## config.mk

```make
export PLATFORM = sky130hd
export DESIGN_NAME = regfile_wb_ctrl
export DESIGN_NICKNAME = d
export VERILOG_FILES = /design/src/rtl/regfile_wb_ctrl_pkg.sv /design/src/rtl/regfile_wb_ext.sv /design/src/rtl/regfile_wb_ctrl.sv
export SDC_FILE = /design/constraint.sdc
export NUM_CORES = 1
export LEC_CHECK = 0
export ABC_AREA = 0
export BUFFER_PORTS_ARGS = -buffer_cell sky130_fd_sc_hd__buf_2
export CAP_MARGIN = 20
export CORE_MARGIN = 1.5
export CORE_UTILIZATION = 32
export CTS_BUF_LIST = sky130_fd_sc_hd__clkbuf_16
export DETAILED_ROUTE_END_ITERATION = 10
export PLACE_DENSITY = 0.57
export SLEW_MARGIN = 20
export SYNTH_ARGS = -nofsm -noshare
export SYNTH_HDL_FRONTEND = slang
export SYNTH_SLANG_ARGS = --single-unit
```

## constraint.sdc

```tcl
create_clock -name clk -period 3.6 [get_ports clk]
set_input_delay 0.72 -clock clk [delete_from_list [all_inputs] [get_ports clk]]
set_output_delay 0.72 -clock clk [all_outputs]
set_load 0.01 [all_outputs]
```

## src/rtl/regfile_wb_ctrl_pkg.sv

```systemverilog
// Shared types for the split-half regfile writeback path.
// Load size/extension encodings plus writeback FSM and source enums.
package regfile_wb_ctrl_pkg;

  localparam int XLEN   = 32;
  localparam int HALF_W = 16;

  typedef enum logic [1:0] {
    SIZE_W,
    SIZE_H,
    SIZE_B,
    SIZE_BIT
  } cs_size;

  typedef enum logic {
    EXT_Z,
    EXT_S
  } cs_ext;

  typedef enum logic [1:0] {
    WB_IDLE,
    WB_LO,
    WB_HI
  } wb_state_e;

  typedef enum logic {
    SRC_ALU,
    SRC_LSU
  } wb_src_e;

endpackage

```

## src/rtl/regfile_wb_ext.sv

```systemverilog
// Size/extension formatter: right-aligned raw data to a 32-bit word.
// Shared by the writeback controller and the load/store path.
module regfile_wb_ext
  import regfile_wb_ctrl_pkg::*;
(
  input  logic [XLEN-1:0] data_i,
  input  cs_size          size_i,
  input  cs_ext           ext_i,
  output logic [XLEN-1:0] word_o
);

  logic sx_h;
  logic sx_b;

  assign sx_h = (ext_i == EXT_S) && data_i[15];
  assign sx_b = (ext_i == EXT_S) && data_i[7];

  always_comb begin
    word_o = data_i;
    unique case (size_i)
      SIZE_W:   word_o = data_i;
      SIZE_H:   word_o = {{16{sx_h}}, data_i[15:0]};
      SIZE_B:   word_o = {{24{sx_b}}, data_i[7:0]};
      SIZE_BIT: word_o = {31'b0, data_i[0]};
    endcase
  end

endmodule

```

## src/rtl/regfile_wb_ctrl.sv

```systemverilog
// Writeback arbiter + two-phase half-write sequencer for the regfile.
// Define REGFILE_WB_RR_EN for round-robin grant instead of LSU priority.
module regfile_wb_ctrl
  import regfile_wb_ctrl_pkg::*;
(
  input  logic              clk,
  input  logic              rst_n,
  input  logic              alu_valid_i,
  output logic              alu_ready_o,
  input  logic [4:0]        alu_rd_i,
  input  logic [XLEN-1:0]   alu_data_i,
  input  logic              lsu_valid_i,
  output logic              lsu_ready_o,
  input  logic [4:0]        lsu_rd_i,
  input  logic [XLEN-1:0]   lsu_data_i,
  input  cs_size            lsu_size_i,
  input  cs_ext             lsu_ext_i,
  output logic              rf_write_o,
  output logic [4:0]        rf_rd_o,
  output logic              rf_h_sel_o,
  output logic [HALF_W-1:0] rf_data_o,
  output logic              second_cycle_o,
  output logic              pend_valid_o,
  output logic [4:0]        pend_rd_o
);

  wb_state_e       state_q, state_d;
  logic [XLEN-1:0] word_q, word_d;
  logic [4:0]      rd_q, rd_d;

  logic            win;
  logic            grant_lsu;
  logic            accept;
  logic [4:0]      acc_rd;
  logic [XLEN-1:0] acc_data;
  cs_size          acc_size;
  cs_ext           acc_ext;
  logic [XLEN-1:0] fmt_word;

  assign win = (state_q == WB_IDLE) || (state_q == WB_HI);

`ifdef REGFILE_WB_RR_EN
  wb_src_e rr_last_q, rr_last_d;

  // Under contention the source that did not win last time gets the grant.
  assign grant_lsu = lsu_valid_i &&
                     (!alu_valid_i || rr_last_q == SRC_ALU);

  always_comb begin
    rr_last_d = rr_last_q;
    if (accept)
      rr_last_d = grant_lsu ? SRC_LSU : SRC_ALU;
  end

  always_ff @(posedge clk or negedge rst_n) begin
    if (!rst_n) rr_last_q <= SRC_ALU;
    else        rr_last_q <= rr_last_d;
  end
`else
  assign grant_lsu = lsu_valid_i;
`endif

  assign lsu_ready_o = win && grant_lsu;
  assign alu_ready_o = win && alu_valid_i && !grant_lsu;
  assign accept      = lsu_ready_o || alu_ready_o;

  assign acc_rd   = grant_lsu ? lsu_rd_i   : alu_rd_i;
  assign acc_data = grant_lsu ? lsu_data_i : alu_data_i;
  assign acc_size = grant_lsu ? lsu_size_i : SIZE_W;
  assign acc_ext  = grant_lsu ? lsu_ext_i  : EXT_Z;

  regfile_wb_ext u_ext (
    .data_i (acc_data),
    .size_i (acc_size),
    .ext_i  (acc_ext),
    .word_o (fmt_word)
  );

  always_comb begin
    state_d        = state_q;
    word_d         = word_q;
    rd_d           = rd_q;
    rf_write_o     = 1'b0;
    rf_h_sel_o     = 1'b0;
    rf_data_o      = '0;
    second_cycle_o = 1'b0;

    if (accept) begin
      word_d = fmt_word;
      rd_d   = acc_rd;
    end

    unique case (state_q)
      WB_IDLE: begin
        if (accept)
          state_d = (acc_rd != 5'd0) ? WB_LO : WB_IDLE;
      end
      WB_LO: begin
        rf_write_o = 1'b1;
        rf_data_o  = word_q[HALF_W-1:0];
        state_d    = WB_HI;
      end
      WB_HI: begin
        rf_write_o     = 1'b1;
        rf_h_sel_o     = 1'b1;
        rf_data_o      = word_q[XLEN-1:HALF_W];
        second_cycle_o = 1'b1;
        if (accept && acc_rd != 5'd0) state_d = WB_LO;
        else                          state_d = WB_IDLE;
      end
      default: state_d = WB_IDLE;
    endcase
  end

  assign rf_rd_o      = rd_q;
  assign pend_rd_o    = rd_q;
  assign pend_valid_o = (state_q == WB_LO) || (state_q == WB_HI);

  always_ff @(posedge clk or negedge rst_n) begin
    if (!rst_n) begin
      state_q <= WB_IDLE;
      word_q  <= '0;
      rd_q    <= '0;
    end else begin
      state_q <= state_d;
      word_q  <= word_d;
      rd_q    <= rd_d;
    end
  end

endmodule

```

==> results.toml, run 1 <==
[run_status]
status = "finished clean"

[floorplan]
fp.dieH_um = 90.5
die_x_um = 90.5
ioPinCount = 113
floorplan.core_area_um2 = 7330
start_util_pct = 33.4
placement_rows = 31
dieArea_um2 = 8180

[yosys]
ys_ff_latch = 39
syn-instance-count = 264
post_synth_most_frequent_cells = "sky130_fd_sc_hd__nor2_1 (42), sky130_fd_sc_hd__dfrtp_1 (39), sky130_fd_sc_hd__a21oi_1 (32)"
yosysWarnings = 0
synth_area_leaders = "sky130_fd_sc_hd__dfrtp_1 (40%), sky130_fd_sc_hd__mux2_2 (7.4%), sky130_fd_sc_hd__a21oi_1 (6.5%), sky130_fd_sc_hd__nor2_1 (6.4%), sky130_fd_sc_hd__a22oi_1 (4.9%)"
synthMostInstantiatedCell = "sky130_fd_sc_hd__nor2_1"
post_synth_num_cell_types = 32
async_flop_share_pct = 100
post-synth-top-area-fraction_pct = 39.9
netlist.top_cell.by_area = "sky130_fd_sc_hd__dfrtp_1"
synth.yosys.seq_area_share_pct = 39.9
mapped_nets = 350
synth_ff_type = "sky130_fd_sc_hd__dfrtp_1"
synth_area_um2 = 2450
synth-edff-count = 0
syn-mean-instance-area_um2 = 9.27

[placement]
detailed_place_hpwl_um = 4760
post-place-cells = 449
last_weighted_congestion_value_of_the_routability_driven_placer = 0.762
numPortBuffers = 112
postPlaceCellArea_um2 = 2940

[pwr]
pwr_density_cell_nw_per_um2 = 787
irDropWorstVdd_mv = 0.459
switching_share_pct = 41.1
totalPowerFinal_mw = 2.43
power.leakage_nw = 1.47
seq_power_share_pct = 32.9
internal_power_mw = 1.43
switching_power_mw = 0.998
p_clk_share_pct = 17.4
p_comb_share_pct = 49.6

[timing]
final-max-slew-violation-count = 0
fin_skew_ns = 0.00275
tns_ns = 0
layout_min_cycle_time_ns = 2.82
finalSetupViolations = 0
slew_headroom_pct = 34.9
holdWs_ns = 0.487
rsz_0062_raised_after_global_routing = "false"
tightestPinTransition_ns = 0.976
timing.final.hold_violations = 0
fmax_ghz = 0.354
period_share_pct = 78.4

[grt]
gr-usage-all-layers_pct = 16.5
wire_length_of_the_first_global_routing_pass_um = 10900
first_global_vias = 2157
maximum_number_of_pins_on_one_net_before_global_route_repair = 41
globalRouteMet1Util_pct = 22.3
grt_overflow_total = 0
grt_use_met3_pct = 3.28
global_route.peak_usage_layer = "met2"
groute.layer.met2.usage_pct = 26.9
antenna_found_initial = 0

[worst_setup_path]
timing.rr.start = "state_q[0]"
timing.reg2reg.worst_path_depth = 5
worst-path-max-fanout = 21
start_kind = "flip-flop"
timing.critical_path.arrival_ns = 2.10
critical_path_class = "reg2out"
r2r_end = "state_q[1]"
ff2ff_setup_slack_ns = 1.09
crit_path_start = "state_q[0]"
cpPeakStageDelay_ns = 0.76
required_ns = 2.88
worst_setup_path_end_kind = "primary output"
critical_path.cell_chain = "inv_1 -> ha_1 -> nor2_1 -> nor3b_1 -> buf_2"
slowest_stage = "sky130_fd_sc_hd__ha_1"

[finish]
multi_input_comb_area_um2 = 1260
final-seq-area_um2 = 976
fill_cells = 783
antenna_cells_inserted = 0
final_nets = 443
drive_gt1_share_pct = 39.7
final_cells = 457
area_growth_syn_to_layout_pct = 26.0
final_cell_area_um2 = 3080

[clock_network]
clkLatencyLatePin_ns = 0.27
clock_tree.buffer_depth = 2
cts_post_setup_buffers_inserted = 0
post_cts_hold_buffer_count = 0
path_clk_slew_ns = 0.06
cts_tree = "built"
clockRootBuffer = "sky130_fd_sc_hd__clkbuf_16"
cts_htree_levels = 2
clock-sinks = 39
cts_buffers = 5
postCtsResizedCells = 0

[routing]
detailroute.via_count = 2225
drcViolationCount = 0
via_per_inst = 4.87
detail_route.iter0.violations = 131
detailedRoute.firstPassIterationCount = 4
detail_route.wirelength_um = 6590
wl_per_cell_um = 14.4
ant_nets = 0

[job]
max_cap_viol_count = 0

[min_path]
worst_hold_path.num_cells = 2
hp-start = "word_q[0]"
hp-class = "reg2reg"
sink_of_the_worst_hold_path = "word_q[0]"
critical path: cells and delay by family, from the launching register on:
family / cells / cell delay (ns)
adders and majority gates: 1 / 0.76
DFF: 1 / 0.43
and+or+nand+nor: 2 / 0.38
buffers and inverters: 2 / 0.26
layout make-up:
cell class	count	share of cell area, %
Tap cell	99	4.02
Clock buffer	5	4.06
Multi-Input combinational cell	194	40.7
Clock inverter	3	0.527
Timing Repair Buffer	114	18.7
Inverter	3	0.365
Sequential cell	39	31.6
cells by family after synthesis:
logic type	Yosys count	synth area share, %
compound gates	84	23.1
simple gates	82	15.4
flops	39	39.9
buf+inv	31	8.79
mux	23	10.3
fa+ha+maj	5	2.56
worst max-delay path by stage:
stage               cells after the start  slack (ns)           to
finish                                  5        0.78  alu_ready_o
global route                            5        0.61  alu_ready_o
CTS                                     5        0.77  alu_ready_o
detailed placement                      5        1.08  alu_ready_o
global placement                        5        1.17  alu_ready_o
floorplan                               6        1.31  alu_ready_o
state kept, by name (all words and copies together) (netlist names):
name / count
state_q: 2
word_q: 32
pend_rd_o: 5
cells in the final DEF (no fill, tap or decap), types with 2 or more instances in the layout:
cell and count:
sky130_fd_sc_hd__a21oi_1 32, sky130_fd_sc_hd__a221oi_1 7, sky130_fd_sc_hd__a22oi_1 16, sky130_fd_sc_hd__a2bb2oi_1 8, sky130_fd_sc_hd__a31oi_1 8, sky130_fd_sc_hd__and3b_1 2
sky130_fd_sc_hd__buf_2 112, sky130_fd_sc_hd__buf_4 2, sky130_fd_sc_hd__clkbuf_16 5, sky130_fd_sc_hd__dfrtp_1 39, sky130_fd_sc_hd__ha_1 5, sky130_fd_sc_hd__inv_1 3
sky130_fd_sc_hd__mux2_2 16, sky130_fd_sc_hd__mux2i_1 6, sky130_fd_sc_hd__nand2_1 16, sky130_fd_sc_hd__nor2_1 42, sky130_fd_sc_hd__nor2b_1 16, sky130_fd_sc_hd__nor3b_1 2
sky130_fd_sc_hd__o21ai_0 6, sky130_fd_sc_hd__o21ai_2 2
metrics by stage:
step	util [%]	setup slack (ns)
after floorplan	-	1.31
after global placement	40.1	1.17
after detailed placement	40.1	1.08
after CTS	42.1	0.772
after global routing	42.1	0.606
final	42.1	0.776
layer usage:
layer / vias up / share of wire (%)
met5: - / 0
met4: 0 / 0.97
met3: 6 / 5.0
met2: 69 / 48
met1: 1028 / 46
li1: 1122 / -
power groups by stage:
stage / combinational (mW) / clock [mW] / sequential [mW]
after floorplan: 0.913 / 0 / 0.788
after global placement: 1.21 / 0 / 0.800
after detailed placement: 1.23 / 0 / 0.807
after CTS: 1.23 / 0.435 / 0.800
after global routing: 1.37 / 0.454 / 0.835
final: 1.21 / 0.423 / 0.799
Note: power is estimated with default switching activity, not from simulation.
==> run 2: changes to the inputs <==
- ABC_AREA: 0 -> 1
- PLACE_DENSITY: 0.57 -> 0.56
- clock period: 3.6 -> 2.79 ns (I/O delays scaled with it)
==> run 2 against run 1 <==
Effect of this change: setup slack got worse by 0.49 ns; power increased by 38%; register-to-register slack got worse by 0.21 ns; critical path type unchanged; critical endpoint is now rf_data_o[15]; largest cell class unchanged; largest power group unchanged; highest routed layer unchanged.
==> results.toml, run 2 <==
[timing]
slew_headroom_pct = 37.2
finalSetupViolations = 0
timing.final.hold_violations = 0
period_share_pct = 89.8
fmax_ghz = 0.399
fin_skew_ns = 0.00157
rsz_0062_raised_after_global_routing = "false"
tns_ns = 0
tightestPinTransition_ns = 0.942
final-max-slew-violation-count = 0
layout_min_cycle_time_ns = 2.51

[clock_network]
post_cts_hold_buffer_count = 0
cts_post_setup_buffers_inserted = 0
postCtsResizedCells = 0
clock-sinks = 39
cts_buffers = 5
clock_tree.buffer_depth = 2
clkLatencyLatePin_ns = 0.28
cts_tree = "built"
path_clk_slew_ns = 0.06
cts_htree_levels = 2
clockRootBuffer = "sky130_fd_sc_hd__clkbuf_16"

[finish]
fill_cells = 902
antenna_cells_inserted = 0
largest_register_ffs = 32
max_flop_register = "word_q"
final_cells = 588
final_nets = 568
layout_common_cells = "sky130_fd_sc_hd__nand2_1 (149), sky130_fd_sc_hd__buf_2 (112), sky130_fd_sc_hd__nor2_1 (43)"
drive_gt1_share_pct = 33.5
layout_commonest_cell = "sky130_fd_sc_hd__nand2_1"
final-seq-area_um2 = 976
multi_input_comb_area_um2 = 1450
area_growth_syn_to_layout_pct = 24.9

[grt]
global_route.peak_usage_layer = "met2"
wire_length_of_the_first_global_routing_pass_um = 12100
maximum_number_of_pins_on_one_net_before_global_route_repair = 40
gr-usage-all-layers_pct = 17.0
globalRouteMet1Util_pct = 24.8
grt_overflow_total = 0
antenna_found_initial = 0
first_global_vias = 2511
grt_use_met3_pct = 3.35
groute.layer.met2.usage_pct = 26.0

[job]
max_cap_viol_count = 0

[floorplan]
dieArea_um2 = 9090
fp.dieH_um = 95.4
start_util_pct = 33.1
ioPinCount = 113
die_x_um = 95.4
floorplan.core_area_um2 = 8260
placement_rows = 33

[routing]
drcViolationCount = 0
detailedRoute.firstPassIterationCount = 4
detail_route.iter0.violations = 114
ant_nets = 0
detail_route.wirelength_um = 7490
detailroute.via_count = 2752
via_per_inst = 4.68
wl_per_cell_um = 12.7

[yosys]
post_synth_num_cell_types = 29
syn-instance-count = 389
synth_area_leaders = "sky130_fd_sc_hd__dfrtp_1 (36%), sky130_fd_sc_hd__nand2_1 (20%), sky130_fd_sc_hd__nor2_1 (5.9%), sky130_fd_sc_hd__nor2_2 (4.6%), sky130_fd_sc_hd__a21oi_1 (4.4%)"
synth_area_um2 = 2730
synthMostInstantiatedCell = "sky130_fd_sc_hd__nand2_1"
ys_ff_latch = 39
async_flop_share_pct = 100
netlist.top_cell.by_area = "sky130_fd_sc_hd__dfrtp_1"
post-synth-top-area-fraction_pct = 35.7
post_synth_most_frequent_cells = "sky130_fd_sc_hd__nand2_1 (149), sky130_fd_sc_hd__nor2_1 (43), sky130_fd_sc_hd__dfrtp_1 (39), sky130_fd_sc_hd__a21oi_1 (24), sky130_fd_sc_hd__nor2_2 (20)"
synth.yosys.seq_area_share_pct = 35.7
syn-mean-instance-area_um2 = 7.02
synth_ff_type = "sky130_fd_sc_hd__dfrtp_1"
mapped_nets = 475
synth-edff-count = 0
yosysWarnings = 0

[pwr]
power.leakage_nw = 1.77
pwr_density_cell_nw_per_um2 = 983
irDropWorstVdd_mv = 0.334

[worst_setup_path]
path_buf_inv = 2
critical_path_class = "reg2out"
critical_path.cell_chain = "inv_1 -> ha_1 -> nand2_1 -> a21oi_1 -> buf_2"
worst_setup_path_end_kind = "primary output"
ff2ff_setup_slack_ns = 0.88
path_delay_family = "adder cells"
slowest_stage = "sky130_fd_sc_hd__ha_1"
timing.critical_path.arrival_ns = 1.95
start_kind = "flip-flop"
required_ns = 2.23
cpPeakStageDelay_ns = 0.58
worst-path-max-fanout = 16

[placement]
post-place-cells = 580
last_weighted_congestion_value_of_the_routability_driven_placer = 0.840
detailed_place_hpwl_um = 5560
numPortBuffers = 112

[min_path]
hp-class = "in2async"

[run_status]
status = "finished clean"
## run 2: cell count changes after synthesis, sizes merged, moves of 8 or more
| cell | delta |
|---|---|
| or2 | +9 |
| a2bb2oi | -8 |
| inv | +14 |
| mux2 | -17 |
| o21ai | +12 |
| nand3 | +13 |
| nor2 | +22 |
| a22oi | -16 |
| nor2b | -16 |
| nand2 | +134 |
## run 2: power breakdown
part | leakage [nW] | switching (mW) | total (mW) | internal (mW)
clock | 0.0838 | 0.241 | 0.663 | 0.422
sequential | 0.457 | 0.175 | 1.04 | 0.863
combinational | 1.23 | 1.02 | 1.65 | 0.633
total | 1.77 | 1.43 | 3.35 | 1.92
## run 2: final timing paths
check	from	end	cells past startpoint
worst max-delay path	state_q[1]	rf_data_o[15]	5
worst min-delay path	rst_n	word_q[1]	1
worst max register to register	state_q[0]	word_q[30]	8
worst min register to register	word_q[15]	word_q[15]	2
max in group asynchronous	rst_n	word_q[29]	1
min in group clk	word_q[15]	word_q[15]	2
## run 2: kinds of logic (layout without fill, tap and decap cells)
group	count (synthesis)	after routing	synth area share [%]
AO/OA/AOI/OAI	57	57	13.0
adder cells (fa/ha/maj)	5	5	2.29
buffers and inverters	49	143	11.1
flip-flops	39	39	35.7
AND/OR/NAND/NOR	239	239	37.9
## run 2: metal layers
| metal | part of all wire, % | wire length (um) |
|---|---|---|
| met5 | 0 | 0 |
| met4 | 0.84 | 63 |
| met3 | 6.0 | 450 |
| met2 | 43 | 3260 |
| met1 | 50 | 3720 |
## run 2: cell type report
type / instances / area share (%)
multi-input combinational: 301 / 42.6
sequential: 39 / 28.6
timing repair buffer: 117 / 17.9
tap: 105 / 3.85
clock buffer: 5 / 3.67
inverter: 18 / 2.13
clock inverter: 3 / 1.28
## run 2: stage by stage
| stage | hold WS [ns] | utilization (%) | power [mW] | setup slack (ns) | instance area, um^2 |
|---|---|---|---|---|---|
| global placement | 0.470 | 39.3 | 2.68 | 0.629 | 3240 |
| detailed placement | 0.478 | 39.3 | 2.71 | 0.603 | 3240 |
| global route | 0.489 | 41.3 | 3.66 | 0.145 | 3410 |
| CTS | 0.450 | 41.3 | 3.38 | 0.295 | 3410 |
| floorplan | 0.262 | - | 2.27 | 0.775 | 2730 |
| finish | 0.419 | 41.3 | 3.35 | 0.285 | 3410 |
==> run 3: changes to the inputs <==
==> constraint.sdc (replaced) <==
create_clock -name clk -period 2.79 [get_ports clk]
set_input_delay 0.279 -clock clk [delete_from_list [all_inputs] [get_ports clk]]
set_output_delay 0.279 -clock clk [all_outputs]
set_load 0.01 [all_outputs]
==> run 3 against run 2 <==
Effect of this change: via count rose by 0.55%; first-iteration DRC count fell by 5.3%; setup slack improved by 0.34 ns; sequential share of layout area rose by 0.34 points; worst hold slack got worse by 0.29 ns; final area fell by 1.2%; critical endpoint is now rf_data_o[0].
==> results.toml, run 3 (synthesis gave the netlist of run 2 again) <==
[timing]
holdWs_ns = 0.134
timing.final.hold_violations = 0
fmax_ghz = 0.462
tightestPinTransition_ns = 0.910
period_share_pct = 77.7
finalSetupViolations = 0
tns_ns = 0
rsz_0062_raised_after_global_routing = "false"
final-max-slew-violation-count = 0
fin_skew_ns = 0.00140
slew_headroom_pct = 39.3
layout_min_cycle_time_ns = 2.17

[floorplan]
placement_rows = 33
start_util_pct = 33.1
fp.dieH_um = 95.4
dieArea_um2 = 9090
floorplan.core_area_um2 = 8260
ioPinCount = 113
die_x_um = 95.4

[clock_network]
cts_htree_levels = 2
clkLatencyLatePin_ns = 0.28
cts_buffers = 5
clock-sinks = 39
cts_tree = "built"
clock_tree.buffer_depth = 2
post_cts_hold_buffer_count = 0
postCtsResizedCells = 0
cts_post_setup_buffers_inserted = 0
path_clk_slew_ns = 0.06
clockRootBuffer = "sky130_fd_sc_hd__clkbuf_16"

[worst_setup_path]
timing.critical_path.arrival_ns = 1.89
worst_setup_path_end_kind = "primary output"
worst-path-max-fanout = 16
required_ns = 2.51
start_kind = "flip-flop"
critical_path_class = "reg2out"

[routing]
wl_per_cell_um = 12.8
detail_route.wirelength_um = 7500
drcViolationCount = 0
ant_nets = 0
via_per_inst = 4.71
detailroute.via_count = 2767
detailedRoute.firstPassIterationCount = 5
detail_route.iter0.violations = 108

[finish]
fill_cells = 928
final_cells = 587
antenna_cells_inserted = 0
max_flop_register = "word_q"
multi_input_comb_area_um2 = 1450
drive_gt1_share_pct = 32.8
layout_common_cells = "sky130_fd_sc_hd__nand2_1 (149), sky130_fd_sc_hd__buf_2 (112), sky130_fd_sc_hd__nor2_1 (43)"
largest_register_ffs = 32
layout_commonest_cell = "sky130_fd_sc_hd__nand2_1"
area_growth_syn_to_layout_pct = 23.5
final-seq-area_um2 = 976
final_nets = 567

[grt]
wire_length_of_the_first_global_routing_pass_um = 11600
maximum_number_of_pins_on_one_net_before_global_route_repair = 46
grt_overflow_total = 0
gr-usage-all-layers_pct = 16.6
first_global_vias = 2459
antenna_found_initial = 0

[pwr]
pwr_density_cell_nw_per_um2 = 956
irDropWorstVdd_mv = 0.349
power.leakage_nw = 1.75

[placement]
post-place-cells = 579
numPortBuffers = 112
detailed_place_hpwl_um = 5550
last_weighted_congestion_value_of_the_routability_driven_placer = 0.768

[job]
max_cap_viol_count = 0

[run_status]
status = "finished clean"

[min_path]
hp-class = "in2async"
-- run 3: changes by cell type in the layout (fill, tap and decap cells not counted) --
cell / delta
sky130_fd_sc_hd__buf_4: -1
sky130_fd_sc_hd__inv_1: +1
sky130_fd_sc_hd__clkinv_1: +2
sky130_fd_sc_hd__bufinv_16: -1
sky130_fd_sc_hd__clkinv_4: -1
sky130_fd_sc_hd__clkinv_2: -1
-- run 3: routing by layer --
layer / GRT usage, % / wire length [um] / vias up
li1: - / - / 1395
met1: 22.0 / 3430 / 1281
met2: 27.5 / 3500 / 87
met3: 3.75 / 529 / 4
met4: 3.73 / 46 / 0
met5: 0 / 0 / -
-- run 3: final timing paths --
| path | from | endpoint | slack [ns] | cells past startpoint |
|---|---|---|---|---|
| min in group clk | alu_data_i[0] | word_q[0] | 0.27 | 3 |
| max reg2reg | state_q[0] | word_q[28] | 0.86 | 8 |
| max in group asynchronous | rst_n | word_q[0] | 2.08 | 1 |
| min | rst_n | word_q[1] | 0.13 | 1 |
| min reg2reg | word_q[1] | word_q[1] | 0.49 | 2 |
| max | state_q[1] | rf_data_o[0] | 0.62 | 5 |
-- run 3: final cells by class --
type	count	share of cell area [%]
Tap cell	105	3.90
Sequential cell	39	29.0
Clock inverter	3	0.334
Multi-Input combinational cell	301	43.1
Clock buffer	5	3.71
Timing Repair Buffer	116	17.9
Inverter	18	2.15
-- run 3: power by group --
part / leakage (nW) / switching [mW] / internal, mW
clock: 0.0701 / 0.210 / 0.321
combinational: 1.23 / 1.02 / 0.632
sequential: 0.457 / 0.175 / 0.863
-- run 3: stage by stage --
| stage | power [mW] | util, % | cell area [um^2] | setup WS [ns] |
|---|---|---|---|---|
| final | 3.22 | 40.8 | 3370 | 0.624 |
| after detailed placement | 2.71 | 39.2 | 3230 | 0.910 |
| after global routing | 3.52 | 40.8 | 3370 | 0.450 |
| after CTS | 3.25 | 40.8 | 3370 | 0.626 |
| after global placement | 2.66 | 39.2 | 3230 | 0.967 |
| after floorplan | 2.27 | - | 2730 | 1.05 |
-- run 3: worst max-delay path: stages, from the launching register on --
cell	delay [ns]
sky130_fd_sc_hd__dfrtp_1	0.39
sky130_fd_sc_hd__inv_1	0.12
sky130_fd_sc_hd__ha_1	0.55
sky130_fd_sc_hd__nand2_1	0.12
sky130_fd_sc_hd__a21oi_1	0.25
sky130_fd_sc_hd__buf_2	0.18
